**src/rtl/cpu_sequencer_if.sv**
```systemverilog
// Control bundle between the VeriRisc sequencer and the datapath it steers.
// The slave side is the sequencer; the master side drives opcode/flags/run/resume.
interface cpu_sequencer_if #(
    parameter int OPW = 3,
    parameter int PHW = 3
);
    logic [OPW-1:0] opcode;
    logic           zero;
    logic           run;
    logic           resume;
    logic           sel;
    logic           rd;
    logic           ld_ir;
    logic           inc_pc;
    logic           ld_pc;
    logic           ld_ac;
    logic           wr;
    logic           data_e;
    logic           halt;
    logic [PHW-1:0] phase;

    modport slave (
        input  opcode, zero, run, resume,
        output sel, rd, ld_ir, inc_pc, ld_pc, ld_ac, wr, data_e, halt, phase
    );

    modport master (
        output opcode, zero, run, resume,
        input  sel, rd, ld_ir, inc_pc, ld_pc, ld_ac, wr, data_e, halt, phase
    );
endinterface

```
**src/rtl/cpu_sequencer.sv**
```systemverilog
// Eight-phase fetch/execute sequencer for VeriRisc with stall, halt latching and resume.
// Outputs are a combinational decode of the phase register and halted flag.
module cpu_sequencer #(
    parameter int OPW = 3,
    parameter int PHW = 3
) (
    input  logic             clk,
    input  logic             rst,
    cpu_sequencer_if.slave   bus
);
    localparam logic [OPW-1:0] HLT = 3'd0;
    localparam logic [OPW-1:0] SKZ = 3'd1;
    localparam logic [OPW-1:0] ADD = 3'd2;
    localparam logic [OPW-1:0] AND = 3'd3;
    localparam logic [OPW-1:0] XOR = 3'd4;
    localparam logic [OPW-1:0] LDA = 3'd5;
    localparam logic [OPW-1:0] STO = 3'd6;
    localparam logic [OPW-1:0] JMP = 3'd7;

    localparam logic [PHW-1:0] INST_ADDR  = 3'd0;
    localparam logic [PHW-1:0] INST_FETCH = 3'd1;
    localparam logic [PHW-1:0] INST_LOAD  = 3'd2;
    localparam logic [PHW-1:0] IDLE       = 3'd3;
    localparam logic [PHW-1:0] OP_ADDR    = 3'd4;
    localparam logic [PHW-1:0] OP_FETCH   = 3'd5;
    localparam logic [PHW-1:0] ALU_OP     = 3'd6;
    localparam logic [PHW-1:0] STORE      = 3'd7;

    logic [PHW-1:0] phase_q;
    logic           halted_q;
    logic           aluop;
    logic           is_hlt;

    always_comb begin
        aluop  = (bus.opcode == ADD) || (bus.opcode == AND) ||
                 (bus.opcode == XOR) || (bus.opcode == LDA);
        is_hlt = (bus.opcode == HLT);
    end

    // Halt entry freezes the phase at OP_ADDR; resume restarts at a fresh fetch.
    always_ff @(posedge clk) begin
        if (rst) begin
            phase_q  <= INST_ADDR;
            halted_q <= 1'b0;
        end else if (halted_q) begin
            if (bus.resume) begin
                halted_q <= 1'b0;
                phase_q  <= INST_ADDR;
            end
        end else if (bus.run) begin
            if (phase_q == OP_ADDR && is_hlt) begin
                halted_q <= 1'b1;
            end else begin
                phase_q <= phase_q + 1'b1;
            end
        end
    end

    always_comb begin
        bus.sel    = 1'b0;
        bus.rd     = 1'b0;
        bus.ld_ir  = 1'b0;
        bus.inc_pc = 1'b0;
        bus.ld_pc  = 1'b0;
        bus.ld_ac  = 1'b0;
        bus.wr     = 1'b0;
        bus.data_e = 1'b0;
        bus.halt   = 1'b0;
        bus.phase  = phase_q;
        if (halted_q) begin
            bus.halt   = 1'b1;
            bus.inc_pc = bus.resume;
        end else begin
            case (phase_q)
                INST_ADDR:  bus.sel = 1'b1;
                INST_FETCH: begin bus.sel = 1'b1; bus.rd = 1'b1; end
                INST_LOAD:  begin bus.sel = 1'b1; bus.rd = 1'b1; bus.ld_ir = 1'b1; end
                IDLE:       begin bus.sel = 1'b1; bus.rd = 1'b1; end
                OP_ADDR:    begin bus.halt = is_hlt; bus.inc_pc = !is_hlt; end
                OP_FETCH:   bus.rd = aluop;
                ALU_OP: begin
                    bus.rd     = aluop;
                    bus.inc_pc = (bus.opcode == SKZ) && bus.zero;
                    bus.ld_pc  = (bus.opcode == JMP);
                    bus.data_e = (bus.opcode == STO);
                end
                STORE: begin
                    bus.rd     = aluop;
                    bus.ld_ac  = aluop;
                    bus.ld_pc  = (bus.opcode == JMP);
                    bus.wr     = (bus.opcode == STO);
                    bus.data_e = (bus.opcode == STO);
                end
                default: bus.sel = 1'b0;
            endcase
            // A stall must not repeat a strobe; levels stay put.
            if (!bus.run) begin
                bus.ld_ir  = 1'b0;
                bus.inc_pc = 1'b0;
                bus.ld_pc  = 1'b0;
                bus.ld_ac  = 1'b0;
                bus.wr     = 1'b0;
            end
        end
    end
endmodule

```
**src/flat_wrapper.sv**
```systemverilog
// flat-port wrapper written by rule: the top's interface ports become plain ports
module cpu_sequencer_flat 
#(
    parameter int OPW = 3,
    parameter int PHW = 3
)
  (clk, rst, bus_opcode, bus_zero, bus_run, bus_resume, bus_sel, bus_rd, bus_ld_ir, bus_inc_pc, bus_ld_pc, bus_ld_ac, bus_wr, bus_data_e, bus_halt, bus_phase);
  cpu_sequencer_if #(.OPW(OPW), .PHW(PHW)) bus_i ();
  input  logic clk;
  input  logic rst;
  input wire logic [$bits(bus_i.opcode)-1:0] bus_opcode;
  input wire logic [$bits(bus_i.zero)-1:0] bus_zero;
  input wire logic [$bits(bus_i.run)-1:0] bus_run;
  input wire logic [$bits(bus_i.resume)-1:0] bus_resume;
  output wire logic [$bits(bus_i.sel)-1:0] bus_sel;
  output wire logic [$bits(bus_i.rd)-1:0] bus_rd;
  output wire logic [$bits(bus_i.ld_ir)-1:0] bus_ld_ir;
  output wire logic [$bits(bus_i.inc_pc)-1:0] bus_inc_pc;
  output wire logic [$bits(bus_i.ld_pc)-1:0] bus_ld_pc;
  output wire logic [$bits(bus_i.ld_ac)-1:0] bus_ld_ac;
  output wire logic [$bits(bus_i.wr)-1:0] bus_wr;
  output wire logic [$bits(bus_i.data_e)-1:0] bus_data_e;
  output wire logic [$bits(bus_i.halt)-1:0] bus_halt;
  output wire logic [$bits(bus_i.phase)-1:0] bus_phase;
  assign bus_i.opcode = bus_opcode;
  assign bus_i.zero = bus_zero;
  assign bus_i.run = bus_run;
  assign bus_i.resume = bus_resume;
  assign bus_sel = bus_i.sel;
  assign bus_rd = bus_i.rd;
  assign bus_ld_ir = bus_i.ld_ir;
  assign bus_inc_pc = bus_i.inc_pc;
  assign bus_ld_pc = bus_i.ld_pc;
  assign bus_ld_ac = bus_i.ld_ac;
  assign bus_wr = bus_i.wr;
  assign bus_data_e = bus_i.data_e;
  assign bus_halt = bus_i.halt;
  assign bus_phase = bus_i.phase;
  cpu_sequencer #(.OPW(OPW), .PHW(PHW)) u_core (.clk(clk), .rst(rst), .bus(bus_i));
endmodule
```
**config.mk**
```make
export PLATFORM = sky130hd
export DESIGN_NAME = cpu_sequencer_flat
export DESIGN_NICKNAME = d
export VERILOG_FILES = /design/src/rtl/cpu_sequencer_if.sv /design/src/rtl/cpu_sequencer.sv /design/src/flat_wrapper.sv
export SDC_FILE = /design/constraint.sdc
export NUM_CORES = 1
export LEC_CHECK = 0
export ABC_AREA = 1
export BUFFER_PORTS_ARGS = -buffer_cell sky130_fd_sc_hd__buf_2
export CAP_MARGIN = 25
export CORE_AREA = 4 4 41 43
export DETAILED_ROUTE_END_ITERATION = 6
export DIE_AREA = 0 0 45 47
export PLACE_DENSITY = 0.64
export REMOVE_ABC_BUFFERS = 1
export SYNTH_ARGS = -nofsm -noshare
export SYNTH_HDL_FRONTEND = slang
export SYNTH_SLANG_ARGS = --single-unit
```
**constraint.sdc**
```tcl
create_clock -name clk -period 1.3 [get_ports clk]
set_input_delay 0.195 -clock clk [delete_from_list [all_inputs] [get_ports clk]]
set_output_delay 0.195 -clock clk [all_outputs]
set_load 0.01 [all_outputs]
```
==> run metrics, run 1 <==
Achievable Freq=647.5 MHz; Max Root-Sink Buffers=2; Mapped Cells=67; Clock Skew=8.043 ps; Crit Path Category=register to output pin; Hold Slack=141.3 ps; P_int=312.6 uW; Yosys top cell area share=18.82%; Final Instance Area=814.5 um^2; WP data required=1110 ps; gr usage total=14.53%; Seq/Total Area, Yosys=18.82%; Pre-antenna DRT Iters=1; Synth-to-Final Area Change=91.47%; fill count=134; H-tree levels=1; top post-synthesis cells by area=dfxtp_1, ha_1, nand2_1, inv_1, a21oi_1; routed len/inst=12.22 um; row cnt=13; FF-to-FF setup slack=-10 ps; CTS buffer count=3; worst setup path startpoint=u_core.bus.phase[0]; Compound-Gate Fraction of Synth Area=10.59%; critical path's slowest cell=dfxtp_4; fin nets=116; slew margin rel.=86.92%; Async S/R FF share, synth=0%; I/O pins=20; Die H=47 um; cell with the most instances after synthesis=nand2_1; ratio of final minimum period to clock period=118.8%; Tightest Pin Transition=194.6 ps; GR Util met2=26.55%; TritonCTS clock tree=yes; core area=1301 um^2; GR Util met3=2.299%; Mapped Area=425.4 um^2; Distinct cells, synth=15; Placed Area=606.8 um^2; Post-Route WL=1405 um; worst hold path depth=2; Num Clock Sinks=4; cts-stage hold buffer count=0; drt drc=0; Initial DRC Count=0; Max Cap Viol=0; cell count after placement=110; CTS root buf=clkbuf_4; Critical Path Most Common Cell=nand2_1; Finished Layout Cells=115; Synth Flop Type=dfxtp_1; Slew Limit Fails=0; PD cells=573.9 nW/um^2; Worst Path Max Fanout=4; syn avg cell area=6.349 um^2; r2r endpoint=u_core.bus.phase[1]; GP Congestion=0.7616; CP Capture Type=output pin; type of the most critical hold path=input port to register; DR vias=554; layout cells sized above 1=66.00%; register area=92.59 um^2; Starting Density=32.69%; grt ovf=0; multiplexer area fraction after synthesis=0%; largest net degree at the start of global routing=7; initial antenna violation count=0; sw frac=33.12%; status=complete, but fails checks; Crit path arrival time=1350 ps; RSZ-0062 raised after global routing=yes; Final Worst Setup Slack=-244.4 ps; Worst R2R Path Depth=9; Hold Startpoint=rst; Setup Viol. Count Final=11; Leak=0.4121 nW; vias in the first global route=520; met1 Usage GRT=16.36%; Port Buffers=19; adder-cell share of the synthesized area=17.65%; Critical Path Start Type=register; die area=2115 um^2; Cell Chain, Critical Path=buf_4 > ha_4 > nand2_1 > nand3_2 > nand2_1 > a21oi_1 > buf_2; number of flops mapped to enable cells by yosys=0; simple-gate share of the synthesized area=42.35%; CP peak stage delay=380 ps; Vias per Instance=4.817; Tmin final=1544 ps; FF-to-FF Start=u_core.bus.phase[0]; clock share of power=34.3%; Worst-path clk slew=40 ps; VDD IR max=480.4 uV; Post-Synth XOR/XNOR Area=0%; number of synthesized register bits=4; Die Wd=45 um; worst min-delay path endpoint=u_core.bus.phase[1]; failing checks=negative setup slack; largest family of logic cells by synthesized area=simple AND/OR/NAND/NOR gates; clock latency on the worst-skew pair=240 ps; Detail Placement HPWL=924.2 um; sequential power share=29.4%; area leader, netlist=dfxtp_1; NetSw=154.8 uW; multi-input gate area in the final layout=437.9 um^2; Gate power share=36.3%; Synthesis Warnings=0; first-pass GRT wire length=2208 um; top cells by count, synth=nand2_1, inv_1, a21oi_1; Final ANT Viol Nets=0; busiest metal layer after global routing=met2; ANT cells=0; Fin. Hold Viols=0
[flip-flops by register name, indices dropped and copies added, names as in the netlist]
name              cells
u_core.bus.phase      3
u_core.halted_q       1
[critical path: cells and delay by family (launching register included)]
| kind | cells | cell delay, ps |
|---|---|---|
| DFF | 1 | 380 |
| and+or+nand+nor | 3 | 200 |
| AOI/OAI and AO/OA | 1 | 130 |
| buffers and inverters | 2 | 270 |
| adders and majority gates | 1 | 130 |
[cells in the final DEF (no fill, tap or decap), drive strengths merged]
| master | count |
|---|---|
| dfxtp | 4 |
| nand2 | 18 |
| and3 | 1 |
| nor4 | 2 |
| o21ai | 2 |
| nand3 | 7 |
| nand3b | 1 |
| inv | 12 |
| nor2 | 5 |
| clkbuf | 3 |
| ha | 6 |
| nor3 | 2 |
| a21oi | 7 |
| buf | 30 |
[timing repair]
action                                  CTS  global route
gates cloned                              0             0
resized for setup                        27            20
setup buffers                             1             1
endpoints found under the setup margin    9            12
pin swaps                                 9            10
[stage by stage]
step                setup TNS, ps  utilization [%]  power, mW  setup WS (ps)
finish                      -1223            62.60     0.4675         -244.4
global route                -2133            62.60     0.4988         -322.9
CTS                         -1473            55.38     0.4524         -224.5
detailed placement         -263.5            46.63     0.2671         -74.44
global placement           -235.7            46.63     0.2658         -85.46
floorplan                  -235.3                -     0.2015         -159.7
[cell type report]
class	count	area share [%]
Multi-Input combinational cell	51	53.76
Tap cell	15	2.304
Inverter	12	6.144
Timing Repair Buffer	30	23.66
Sequential cell	4	11.37
Clock buffer	3	2.765
[worst max-delay path by stage]
stage	slack [ps]	cells after the start	endpoint
final	-240	7	bus_rd
after global placement	-90	5	bus_ld_ac
after global routing	-320	7	bus_rd
after detailed placement	-70	5	bus_ld_ac
after floorplan	-160	4	bus_ld_ac
after CTS	-220	7	bus_rd
[layer usage]
metal,vias to the layer above,part of all wire (%)
met2,12,56
met4,0,1.0
met3,2,3.3
met1,251,40
li1,289,-
met5,-,0
[power by group through the flow]
stage	Sequential (mW)	Clock, mW	Combinational [mW]
after CTS	0.138	0.162	0.152
after detailed placement	0.137	0	0.130
final	0.138	0.160	0.170
after global routing	0.139	0.171	0.190
after global placement	0.136	0	0.130
after floorplan	0.140	0	0.0616
[logic make-up after synthesis]
group | after synthesis
AND/OR/NAND/NOR | 36
flip-flops | 4
adder cells (fa/ha/maj) | 6
AO/OA/AOI/OAI | 9
buffers and inverters | 12
Note: power is estimated with default switching activity, not from simulation.
==> run 2, diff against run 1 <==
- REMOVE_ABC_BUFFERS: 1 -> unset
==> run 2 against run 1 <==
Against the previous run: critical path depth is the same; combinational power is essentially flat; power shrank 1.0%; die area is the same; utilization grew 2.2 points; the run still ends with negative setup slack left.
==> run metrics, run 2 (synthesis gave the netlist of run 1 again) <==
status=complete, but fails checks; failing checks=negative setup slack; routed len/inst=12.26 um; Critical Path Most Common Cell=ha_4; Max Cap Viol=0; Post-Route WL=1434 um; CP bufs+invs=2; largest net degree at the start of global routing=7; sw frac=33.46%; Final Power=462.8 uW; cell count after placement=109; Highest Signal Layer=met4; Largest register FFs=3; Fin. Hold Viols=0; Crit Path Category=register to output pin; top library cells by usage in the layout, fill and taps aside=buf_2, nand2_1, buf_4; gr usage total=14.44%; DRT met1 WL=589 um; ratio of final minimum period to clock period=119.2%; Final Worst Setup Slack=-249.9 ps; Initial DRC Count=10; slew margin rel.=83.68%; P_int=307.9 uW; Clock Skew=9.871 ps; PD cells=548.8 nW/um^2; Crit path arrival time=1350 ps; Num Clock Sinks=4; Vias per Instance=4.752; Detail Placement HPWL=928.6 um; Die Wd=45 um; DR vias=556; final core occ=64.81%; multi-input gate area in the final layout=447.9 um^2; Max Root-Sink Buffers=2; Pre-antenna DRT Iters=4; clock share of power=34.0%; Port Buffers=19; Final ANT Viol Nets=0; RSZ-0062 raised after global routing=yes; TritonCTS clock tree=yes; VDD IR max=413.9 uV; Critical Path Start Type=register; drt drc=0; critical path's slowest cell=dfxtp_4; Worst-path clk slew=40 ps; CTS buffer count=3; Leak=0.4122 nW; initial antenna violation count=0; NetSw=154.9 uW; type of the most critical hold path=input port to register; die area=2115 um^2; Worst Path Max Fanout=4; I/O pins=20; Cell Chain, Critical Path=ha_4 > ha_4 > inv_2 > nand2_2 > a21oi_2 > a21oi_1 > buf_2; H-tree levels=1; metal3 WL=49 um; Gate power share=36.3%; Die H=47 um; register area=92.59 um^2; Setup Viol. Count Final=10; layout cells sized above 1=68.63%; GP Congestion=0.7673; family with the most delay on the worst path=flip-flops; Finished Layout Cells=117; fill count=115; grt ovf=0; commonest non-fill, non-tap cell in the layout=buf_2; fin nets=118; Synthesized Nets=81; CP peak stage delay=360 ps; vias in the first global route=572; Tightest Pin Transition=244.2 ps; cts-stage hold buffer count=0; Achievable Freq=645.2 MHz; ANT cells=0; CP Capture Type=output pin; Starting Density=32.69%; CTS root buf=clkbuf_4; row cnt=13; core area=1301 um^2; sequential power share=29.7%; Synth-to-Final Area Change=98.24%; first-pass GRT wire length=2235 um; Slew Limit Fails=0; Tmin final=1550 ps; clock latency on the worst-skew pair=240 ps; met2 WL=780 um; WP data required=1110 ps
-- run 2: layer usage --
metal  up-vias  global-route usage (%)
met3         2                   1.149
li1        290                       -
met2        12                   25.99
met4         0                   8.772
met5         -                       0
met1       252                   16.55
-- run 2: final cells by class --
type	count	area share, %
Multi-Input combinational cell	51	53.12
Timing Repair Buffer	32	25.07
Sequential cell	4	10.98
Inverter	12	5.935
Clock buffer	3	2.671
Tap cell	15	2.226
-- run 2: per-stage QoR --
step / instance area (um^2) / setup TNS, ps / hold WS (ps) / setup slack, ps
floorplan: 452.9 / 0 / 256.7 / 12.28
global placement: 626.9 / -281.9 / 374.9 / -79.16
detailed placement: 626.9 / -360.5 / 377.6 / -108.4
CTS: 785.8 / -1482 / 121.9 / -239.6
global route: 843.3 / -2303 / 138.7 / -296.2
finish: 843.3 / -1500 / 134.3 / -249.9
-- run 2: what timing repair did --
| item | CTS | global route |
|---|---|---|
| buffers inserted | 4 | 1 |
| pin swaps | 10 | 6 |
| endpoints found under the setup margin | 9 | 12 |
| gates resized for setup | 31 | 13 |
-- run 2: path summary, 6_finish.rpt --
kind	start	to	slack, ps	depth (start not counted)
worst min register to register	u_core.halted_q	u_core.bus.phase[2]	610	3
worst max-delay path	u_core.bus.phase[0]	bus_sel	-250	7
worst min-delay path	rst	u_core.bus.phase[2]	130	2
worst max register to register	u_core.bus.phase[1]	u_core.bus.phase[2]	-70	9
-- run 2: power by group through the flow --
stage / clock, mW / sequential, mW / combinational, mW
2_1_floorplan: 0 / 0.141 / 0.0669
3_3_place_gp: 0 / 0.138 / 0.128
3_5_place_dp: 0 / 0.138 / 0.130
4_1_cts: 0.162 / 0.136 / 0.151
5_1_grt: 0.169 / 0.138 / 0.184
6_report: 0.157 / 0.137 / 0.168
==> run 3, diff against run 2 <==
--- a/config.mk
+++ b/config.mk
@@ -13,3 +13,2 @@
 export DIE_AREA = 0 0 45 47
-export PLACE_DENSITY = 0.64
 export SYNTH_ARGS = -nofsm -noshare
--- a/constraint.sdc
+++ b/constraint.sdc
@@ -3,2 +3,2 @@
 set_output_delay 0.195 -clock clk [all_outputs]
-set_load 0.01 [all_outputs]
+set_load 0.02 [all_outputs]
==> run 3 against run 2 <==
Against the previous run: the flow still finishes with violations (negative setup slack); register-to-register slack improved by 60 ps; sequential power about the same; non-clock buffer count unchanged; largest cell class unchanged; wire length decreased by 7.9%.
==> run metrics, run 3 (synthesis gave the netlist of run 1 again) <==
status=complete, but fails checks; failing checks=negative setup slack; Final ANT Viol Nets=0; RSZ-0062 raised after global routing=yes; drt drc=0; clock share of power=34.3%; cts-stage hold buffer count=0; gr usage total=13.58%; Fin. Hold Viols=0; Max Cap Viol=0; Critical Path Most Common Cell=buf_4; Critical Path Start Type=register; core area=1301 um^2; worst slack, placed=-100.5 ps; Tightest Pin Transition=214.2 ps; routed len/inst=11.19 um; top library cells by usage in the layout, fill and taps aside=buf_4, nand2_1, buf_2; VDD IR max=505.7 uV; Num Clock Sinks=4; GP Congestion=0.7369; CP Capture Type=output pin; grt ovf=0; Slew Limit Fails=0; Initial DRC Count=8; clock latency on the worst-skew pair=240 ps; Pre-antenna DRT Iters=4; Tmin final=1582 ps; PD cells=604.1 nW/um^2; Leak=0.4062 nW; ratio of final minimum period to clock period=121.7%; fin nets=118; H-tree levels=1; Largest register FFs=3; CTS root buf=clkbuf_4; cell count after placement=110; Die H=47 um; row cnt=13; family with the most delay on the worst path=flip-flops; sequential power share=26.5%; Setup Viol. Count Final=10; Worst-path clk slew=40 ps; CP peak stage delay=370 ps; vias in the first global route=544; WP data required=1110 ps; layout cells sized above 1=64.08%; Crit Path Category=register to output pin; Finished Layout Cells=118; ANT cells=0; type of the most critical hold path=input port to register; Starting Density=32.69%; Synthesized Nets=81; slew margin rel.=85.70%; Clock Skew=7.336 ps; P_int=339.5 uW; CP bufs+invs=3; largest net degree at the start of global routing=7; TritonCTS clock tree=yes; initial antenna violation count=0; Post-Route WL=1321 um; I/O pins=20; critical path's slowest cell=dfxtp_4; commonest non-fill, non-tap cell in the layout=buf_4; first-pass GRT wire length=2063 um; Crit path arrival time=1390 ps; Gate power share=39.3%; Achievable Freq=632.0 MHz; Detail Placement HPWL=1029 um; Final Worst Setup Slack=-282.3 ps; Port Buffers=19; DR vias=556; Die Wd=45 um; Worst Path Max Fanout=4; NetSw=172.2 uW; Max Root-Sink Buffers=2; Synth-to-Final Area Change=99.12%; Vias per Instance=4.712; Cell Chain, Critical Path=ha_4 > ha_1 > inv_2 > buf_4 > nor4_4 > buf_4; die area=2115 um^2; sw frac=33.66%; CTS buffer count=3
-- run 3: timing repair --
item / 4_1_cts / 5_1_grt
gates resized for setup: 27 / 9
pin swaps: 8 / 4
setup endpoints to repair: 9 / 12
gates cloned: 0 / 0
setup buffers: 3 / 1
-- run 3: per-stage QoR --
stage	hold WS [ps]	setup TNS, ps	util (%)	area [um^2]	power (mW)
CTS	124.1	-1835	61.83	804.5	0.5047
finish	130.6	-1698	65.10	847.1	0.5117
global placement	376.4	-219.7	51.92	675.6	0.2933
global route	130.2	-2690	65.10	847.1	0.5495
floorplan	254.4	0	-	494.2	0.2328
detailed placement	384.2	-309.7	51.92	675.6	0.2961
-- run 3: final timing paths --
path	from	to	slack [ps]	depth (start not counted)
setup / recovery	u_core.bus.phase[1]	bus_ld_ac	-280	6
hold / removal	rst	u_core.bus.phase[1]	130	2
setup reg to reg	u_core.bus.phase[1]	u_core.bus.phase[2]	-10	9
hold reg to reg	u_core.bus.phase[2]	u_core.bus.phase[2]	640	3
-- run 3: metal layers --
metal	wire [um]	GRT usage, %	up-vias
li1	-	-	290
met1	511	14.97	246
met2	717	24.29	18
met3	76	3.065	2
met4	16	7.018	0
met5	0	0	-
-- run 3: area by class of cell --
class,count,area [um^2]
timing repair buffer,32,237.7
multi-input combinational,51,426.7
inverter,12,45.04
fill,125,454.2
tap,15,18.77
sequential,4,92.59
clock buffer,4,26.28
-- run 3: power groups by stage --
stage	clock [mW]	sequential [mW]	combinational, mW
2_1_floorplan	0	0.145	0.0878
3_3_place_gp	0	0.137	0.156
3_5_place_dp	0	0.138	0.158
4_1_cts	0.185	0.135	0.185
5_1_grt	0.194	0.137	0.219
6_report	0.175	0.135	0.201
-- run 3: worst register-to-register path, cell delays in order, from the launching register on --
cell,delay [ps]
dfxtp_4,360
inv_2,80
ha_2,180
nand2_2,60
inv_1,60
nand3_2,80
buf_4,160
nand2_2,70
nand3_1,70
a21oi_1,120
